### src/rtl/pipeline_hazard_ctrl.sv
// Hazard/sequencing controller for the five-stage core: stalls, flushes, forwarding and memory-timeout halt.
// Optional performance counters are built only when PIPE_PERF_EN is defined.
module pipeline_hazard_ctrl #(
  parameter int MEM_TIMEOUT = 16
) (
  input  logic        clk,
  input  logic        rst,
  input  logic [4:0]  Rs1D,
  input  logic [4:0]  Rs2D,
  input  logic [4:0]  Rs1E,
  input  logic [4:0]  Rs2E,
  input  logic [4:0]  RdE,
  input  logic        ResultSrcE0,
  input  logic        PCSrcE,
  input  logic [4:0]  RdM,
  input  logic        RegWriteM,
  input  logic [4:0]  RdW,
  input  logic        RegWriteW,
  input  logic        MemReqM,
  input  logic        MemReadyM,
  output logic        StallF,
  output logic        StallD,
  output logic        StallE,
  output logic        StallM,
  output logic        FlushD,
  output logic        FlushE,
  output logic        FlushW,
  output logic [1:0]  ForwardAE,
  output logic [1:0]  ForwardBE,
  output logic        MemErr,
  output logic [31:0] StallCycles,
  output logic [31:0] FlushCycles
);

  typedef enum logic [1:0] {RUN, MEMWAIT, HALT} state_t;

  localparam logic [7:0] TIMEOUT = 8'(MEM_TIMEOUT);

  state_t     state, nextState;
  logic [7:0] waitCnt;
  logic [7:0] waitNext;
  logic       lwStall;
  logic       memWait;
  logic       frozen;

  function automatic logic [1:0] fwdSel(input logic [4:0] rsE, input logic [4:0] rdMem,
                                        input logic wrMem, input logic [4:0] rdWb,
                                        input logic wrWb);
    if (wrMem && rdMem != 5'd0 && rdMem == rsE)
      return 2'b10;
    else if (wrWb && rdWb != 5'd0 && rdWb == rsE)
      return 2'b01;
    else
      return 2'b00;
  endfunction

  assign lwStall  = ResultSrcE0 && RdE != 5'd0 && (RdE == Rs1D || RdE == Rs2D);
  assign memWait  = MemReqM && !MemReadyM;
  assign frozen   = (state == RUN && memWait) || (state == MEMWAIT && !MemReadyM);
  assign waitNext = (waitCnt == 8'hFF) ? 8'hFF : waitCnt + 8'd1;

  assign ForwardAE = fwdSel(Rs1E, RdM, RegWriteM, RdW, RegWriteW);
  assign ForwardBE = fwdSel(Rs2E, RdM, RegWriteM, RdW, RegWriteW);

  always_ff @(posedge clk) begin
    if (rst)
      state <= RUN;
    else
      state <= nextState;
  end

  // waitCnt holds the number of wait cycles already spent on the current access
  always_comb begin
    nextState = state;
    case (state)
      RUN:     if (memWait) nextState = (TIMEOUT <= 8'd1) ? HALT : MEMWAIT;
      MEMWAIT: begin
        if (MemReadyM)
          nextState = RUN;
        else if (waitNext >= TIMEOUT)
          nextState = HALT;
      end
      HALT:    nextState = HALT;
      default: nextState = RUN;
    endcase
  end

  always_comb begin
    StallF = 1'b0;
    StallD = 1'b0;
    StallE = 1'b0;
    StallM = 1'b0;
    FlushD = 1'b0;
    FlushE = 1'b0;
    FlushW = 1'b0;
    if (rst) begin
      FlushD = 1'b1;
      FlushE = 1'b1;
      FlushW = 1'b1;
    end else if (state == HALT || frozen) begin
      StallF = 1'b1;
      StallD = 1'b1;
      StallE = 1'b1;
      StallM = 1'b1;
      FlushW = 1'b1;
    end else if (PCSrcE) begin
      FlushD = 1'b1;
      FlushE = 1'b1;
    end else if (lwStall) begin
      StallF = 1'b1;
      StallD = 1'b1;
      FlushE = 1'b1;
    end
  end

  always_ff @(posedge clk) begin
    if (rst) begin
      waitCnt <= 8'd0;
      MemErr  <= 1'b0;
    end else begin
      case (state)
        RUN:     waitCnt <= memWait ? 8'd1 : 8'd0;
        MEMWAIT: waitCnt <= waitNext;
        default: waitCnt <= waitCnt;
      endcase
      if (nextState == HALT)
        MemErr <= 1'b1;
    end
  end

`ifdef PIPE_PERF_EN
  logic [31:0] stallCnt;
  logic [31:0] flushCnt;

  always_ff @(posedge clk) begin
    if (rst) begin
      stallCnt <= 32'd0;
      flushCnt <= 32'd0;
    end else begin
      if (StallF) stallCnt <= stallCnt + 32'd1;
      if (FlushE) flushCnt <= flushCnt + 32'd1;
    end
  end

  assign StallCycles = stallCnt;
  assign FlushCycles = flushCnt;
`else
  assign StallCycles = 32'd0;
  assign FlushCycles = 32'd0;
`endif

endmodule

### config.mk
export PLATFORM = sky130hd
export DESIGN_NAME = pipeline_hazard_ctrl
export DESIGN_NICKNAME = d
export VERILOG_FILES = /design/src/rtl/pipeline_hazard_ctrl.sv
export SDC_FILE = /design/constraint.sdc
export NUM_CORES = 1
export LEC_CHECK = 0
export CORE_MARGIN = 3
export CORE_UTILIZATION = 37
export CTS_CLUSTER_SIZE = 30
export DETAILED_ROUTE_END_ITERATION = 10
export HOLD_SLACK_MARGIN = 0.05
export PLACE_DENSITY = 0.95
export RECOVER_POWER = 100
export SYNTH_ARGS = -nofsm -noshare
export SYNTH_HDL_FRONTEND = slang
export SYNTH_SLANG_ARGS = --single-unit
### constraint.sdc
create_clock -name clk -period 4.6 [get_ports clk]
set_clock_uncertainty 0.2 [all_clocks]
set_input_delay 0.46 -clock clk [delete_from_list [all_inputs] [get_ports clk]]
set_output_delay 0.46 -clock clk [all_outputs]
set_load 0.01 [all_outputs]
==> results of run 1 <==
cell type report:
type | instances | share of cell area
flip-flops and latches | 11 | 0.113
clock buffers | 4 | 0.0231
well taps | 50 | 0.0321
multi-input cells | 186 | 0.549
inverters | 3 | 0.00578
repair buffers | 54 | 0.277
kinds of logic after synthesis:
group           share of synthesized area
simple gates                        0.198
xor+xnor                            0.166
other cells                       0.00237
compound gates                      0.155
flops                               0.139
fa+ha+maj                         0.00792
buf+inv                             0.331
registers in the layout, indices dropped and copies added, names as in the netlist:
| signal | cells |
|---|---|
| waitCnt | 8 |
| state | 2 |
| MemErr | 1 |
critical path: cells and delay by family:
kind,cells,cell delay (ns)
and+or+nand+nor,3,0.92
buffers and inverters,2,1.12
AOI/OAI and AO/OA,1,0.16
Yosys cell counts (2+ instances only):
library cell,count
a211oi_1,5
a21oi_1,9
a311oi_1,2
and4_1,2
buf_4,66
clkbuf_1,2
dfxtp_1,11
inv_1,3
nand2_1,8
nand3_1,5
nand4_1,5
nor2_1,11
nor2b_1,2
nor3_1,6
nor4_1,2
nor4_2,2
o211ai_1,2
o21ai_0,5
o21ai_1,2
o21bai_1,2
or4_1,5
xnor2_1,6
xor2_1,24
per-stage QoR:
step	std cells	area, um^2	util
floorplan	270	1820	-
global placement	304	1910	0.470
detailed placement	304	1910	0.470
CTS	308	1950	0.481
global route	308	1950	0.480
finish	308	1950	0.480
worst paths after layout:
kind	to	cells past startpoint	startpoint	slack, ns
worst min register to register	waitCnt[1]$_SDFFE_PP0P_	2	waitCnt[1]$_SDFFE_PP0P_	0.32
worst max-delay path	ForwardBE[0]	6	RdM[1]	1.27
worst min-delay path	waitCnt[1]$_SDFFE_PP0P_	2	waitCnt[1]$_SDFFE_PP0P_	0.32
worst max register to register	MemErr$_SDFFE_PP0N_	5	waitCnt[0]$_SDFFE_PP0P_	2.53
power by group through the flow:
| stage | logic [W] | registers [W] | clock network [W] |
|---|---|---|---|
| floorplan | 0.000102 | 0.0000999 | 0 |
| global placement | 0.000117 | 0.000102 | 0 |
| detailed placement | 0.000120 | 0.000102 | 0 |
| CTS | 0.000120 | 0.0000996 | 0.000102 |
| global route | 0.000129 | 0.0000998 | 0.000106 |
| finish | 0.000119 | 0.0000998 | 0.0000985 |
layout by cell type (no fill, tap or decap), types with 2 or more instances in the layout:
master and instances:
nand4_1 5, conb_1 64, nor2b_1 2, xnor2_1 6
a211oi_1 5, o211ai_1 2, a311oi_1 2, nand3_1 5
dlygate4sd3_1 12, clkdlybuf4s50_1 42, o21bai_1 2, nor4_2 2
nor2_1 11, dfxtp_1 11, o21ai_0 5, o21ai_1 2
inv_1 3, a21oi_1 9, and4_1 2, xor2_1 24
nand2_1 8, or4_1 5, nor3_1 6, nor4_1 2
clkbuf_8 3
routing by layer:
metal,share of wire,vias to the layer above,global-route usage
met5,0,-,0
met4,0.025,0,0.0647
met1,0.31,674,0.129
li1,-,698,-
met2,0.57,87,0.260
met3,0.097,9,0.0309
==> results.toml, run 1 <==
[run_status]
status = "finished clean"

[cts]
clock-sinks = 11
clockRootBuffer = "clkbuf_8"
clk_pin_slew_worst_paths_ns = 0.05
cts_buffer_depth = 2
cts_tree = "done"
htreeDepth = 1
cts_made_buffers = 3
clk_latency_ns = 0.24
cts_hold_buf = 0
cts_resized = 0
post-cts-setup-buffers = 0

[timing]
final_max_slew_viol_count = 0
worst_pin_slew_ns = 0.554
fin_setup_tns_ns = 0
maxSlewHeadroom = 0.630
max_freq_mhz = 301
fin_crit_ns = 3.33
setup_viol = 0
fin_hold_ws_ns = 0.323
rsz0062_at_grt = "no"
finalCritPeriodShare = 0.723
hold_viol_final = 0
finalWorstSetupSlack_ns = 1.27

[layout]
num-nets-final = 303
n_antenna_cell = 0
multi_input_area_um2 = 1070
layout.area.seq_um2 = 220
drive_gt1_frac = 0.0349
syn_to_final_growth_pct = 23.4
n_fill_cell = 397

[drt]
via_per_inst = 4.77
dr.first_iter.drc_count = 149
dr.pass1.iters = 5
dr_total_vias = 1468
antenna_left = 0
drc = 0
avgRoutedWirePerCell_um = 11.8
wl_mm = 3.65

[placement]
gp_congestion = 0.829
port_buffers = 54
pre_cts_ws_ns = 1.30
hpwl_mm = 3.06

[yosys]
yosysTopAreaCellShare = 0.314
avgSynthCellArea_um2 = 7.63
synth_edf_count = 0
yosys_register_bits = 11
synth_ff_type = "dfxtp_1"
ys_warn_count = 0
synthArstFlopShare = 0
synthTopCellsByArea = "buf_4 31%, dfxtp_1 14%, xor2_1 13%, xnor2_1 3.3%, a21oi_1 2.9%"
syn_inst = 207
yosysSeqAreaShare = 0.139
ys_types = 43
syn_area_um2 = 1580
synth_area_leader_cell = "buf_4"

[critical_path]
worstPathRequired_ns = 3.94
path_class = "primary input to output pin"
cp_data_arrival_time_ns = 2.67
crit_chain = "clkdlybuf4s50_1 > or4_1 > o21ai_2 > nor4_1 > nor4_2 > dlygate4sd3_1"
crit_path_start_kind = "primary input"
crit_path_end_kind = "output pin"
max_stage_delay_ns = 0.64
crit_path_top_delay_cell = "dlygate4sd3_1"
crit_fanout = 3

[floorplanning]
io_pins = 119
rows = 23
core_area_um2 = 4060
dieWidth_um = 71.4
die_h_um = 71.4
start_util = 0.389
die_area_um2 = 5090

[global_route]
antenna_found_initial = 0
grt_pass1_wl_mm = 5.55
grtUsageTotal = 0.133
overflow = 0
grt_max_degree = 17
grt_pass1_vias = 1330

[hold_path]
hp-class = "flop to flop"

[power_and_ir_drop]
p_int_w = 0.000215
pwr-share-comb = 0.375
pwr-share-seq = 0.315
fin_total_pwr_w = 0.000317
switchingPower_w = 0.000102
sw_frac_of_total = 0.322
ir_drop_mv = 0.0524
clock_power_share = 0.311
p_per_area_nw_per_um2 = 163
p_leak_nw = 0.796

[job]
cap_viol_max_count = 0
Note: power is estimated with default switching activity, not from simulation.
==> inputs of run 2 (changes only) <==
- CORE_UTILIZATION: 37 -> 35
- PLACE_DENSITY: 0.95 -> 0.93
- clock period: 4.6 -> 3.4 ns (I/O delays scaled with it)
==> results.toml, run 2 (synthesized netlist as in run 1, its figures left out) <==
[run_status]
status = "finished clean"

[critical_path]
crit_start = "RdM[1]"
crit_fanout = 3
rr_worst_depth = 5
r2r_end = "MemErr$_SDFFE_PP0N_"
cp_data_arrival_time_ns = 2.51
path_class = "primary input to output pin"
crit_path_top_delay_cell = "dlygate4sd3_1"
path_buf_inv = 2
crit_family = "buffers and inverters"
max_stage_delay_ns = 0.64
worstSetupEndpoint = "ForwardBE[0]"
crit_chain = "clkdlybuf4s50_1 > or4_1 > o21ai_2 > nor4_1 > nor4_2 > dlygate4sd3_1"
cp.depth = 6
crit_path_start_kind = "primary input"
rrSetupSlack_ns = 1.31
worstPathRequired_ns = 2.86
reg2reg_from = "waitCnt[0]$_SDFFE_PP0P_"
crit_path_end_kind = "output pin"

[timing]
finalWorstSetupSlack_ns = 0.348
fin_crit_ns = 3.05
finalCritPeriodShare = 0.898
fin_setup_tns_ns = 0
hold_viol_final = 0
max_freq_mhz = 328
final_max_slew_viol_count = 0
setup_viol = 0
rsz0062_at_grt = "no"

[layout]
drive_gt1_frac = 0.0425
layout_commonest_cell = "conb_1"
n_fill_cell = 417
largest_register_ff_count = 8
instances_no_fill = 309
num-nets-final = 304
final_util = 0.469
top_register = "waitCnt"
reg.largest.list = "waitCnt x8, state x2, MemErr x1"
n_antenna_cell = 0
syn_to_final_growth_pct = 23.9
layout_common_cells = "64 x conb_1, 42 x clkdlybuf4s50_1, 24 x xor2_1"

[placement]
pre_cts_ws_ns = 0.381
place_inst = 305
gp_congestion = 0.927
hpwl_mm = 3.11
port_buffers = 54

[global_route]
grtUsageTotal = 0.129
grt_pass1_wl_mm = 5.45
antenna_found_initial = 0
grt_pass1_vias = 1327
overflow = 0
grt_max_degree = 17

[power_and_ir_drop]
p_leak_nw = 0.804
p_per_area_nw_per_um2 = 220
fin_total_pwr_w = 0.000431
ir_drop_mv = 0.0988

[floorplanning]
core_area_um2 = 4170
io_pins = 119
rows = 23
die_h_um = 73.2
die_area_um2 = 5360
dieWidth_um = 73.2
start_util = 0.379

[drt]
via_per_inst = 4.63
drc = 0
dr.pass1.iters = 4
antenna_left = 0
dr_total_vias = 1432
avgRoutedWirePerCell_um = 11.8
dr.first_iter.drc_count = 98
wl_mm = 3.64

[job]
cap_viol_max_count = 0

[cts]
cts_tree = "done"
post-cts-setup-buffers = 0
clk_pin_slew_worst_paths_ns = 0.05
clockRootBuffer = "clkbuf_8"
clk_latency_ns = 0.25
clock-sinks = 11
cts_buffer_depth = 2
htreeDepth = 1
cts_resized = 0
cts_made_buffers = 3
cts_hold_buf = 0

[hold_path]
hp-class = "flop to flop"
## run 2: changes by cell type in the layout (fill, tap and decap cells not counted)
cell,before,now
clkinv_2,0,1
clkbuf_1,1,0
buf_4,0,1
## run 2: report_power, final
part | switching, W | leakage (nW) | internal (W)
logic | 0.0000825 | 0.690 | 0.0000783
registers | 0.00000439 | 0.0890 | 0.000131
clock network | 0.0000539 | 0.0255 | 0.0000808
## run 2: metal layers
metal | GRT usage | vias to the layer above | wire (um)
met1 | 0.116 | 656 | 1200
met3 | 0.0413 | 5 | 339
met4 | 0.0635 | 0 | 58
li1 | - | 697 | -
met2 | 0.253 | 74 | 2040
met5 | 0 | - | 0
## run 2: cell type report
| class | instances | area [um^2] | share of cell area |
|---|---|---|---|
| clock buffer | 3 | 41.3 | 0.0211 |
| sequential | 11 | 220 | 0.112 |
| inverter | 3 | 11.3 | 0.00575 |
| clock inverter | 1 | 5.00 | 0.00256 |
| tap | 50 | 62.6 | 0.0319 |
| multi-input combinational | 186 | 1070 | 0.546 |
| timing repair buffer | 55 | 548 | 0.280 |
## run 2: worst reg2reg max path, delay by kind of cell (launching register included)
kind | cells | cell delay, ns
AO/OA/AOI/OAI | 3 | 0.73
adder cells (fa/ha/maj) | 1 | 0.25
flip-flops | 1 | 0.44
AND/OR/NAND/NOR | 1 | 0.33
## run 2: how the worst min path moves through the flow
stage                            startpoint                 endpoint  cells after the start
floorplan                               rst      MemErr$_SDFFE_PP0N_                      1
global route        waitCnt[0]$_SDFFE_PP0P_  waitCnt[0]$_SDFFE_PP0P_                      2
finish              waitCnt[7]$_SDFFE_PP0P_  waitCnt[7]$_SDFFE_PP0P_                      2
detailed placement  waitCnt[7]$_SDFFE_PP0P_  waitCnt[7]$_SDFFE_PP0P_                      2
global placement    waitCnt[1]$_SDFFE_PP0P_  waitCnt[1]$_SDFFE_PP0P_                      2
CTS                 waitCnt[7]$_SDFFE_PP0P_  waitCnt[7]$_SDFFE_PP0P_                      2
## run 2: per-stage QoR
| stage | hold WS [ns] | area (um^2) |
|---|---|---|
| after global routing | 0.360 | 1960 |
| after detailed placement | 0.313 | 1920 |
| after floorplan | 0.212 | 1820 |
| after global placement | 0.292 | 1920 |
| final | 0.331 | 1960 |
| after CTS | 0.323 | 1960 |
==> inputs of run 3 (changes only) <==
- SKIP_LAST_GASP: unset -> 1
==> results of run 3 <==
No change in the layout: final DEF, timing and power equal those of run 2.
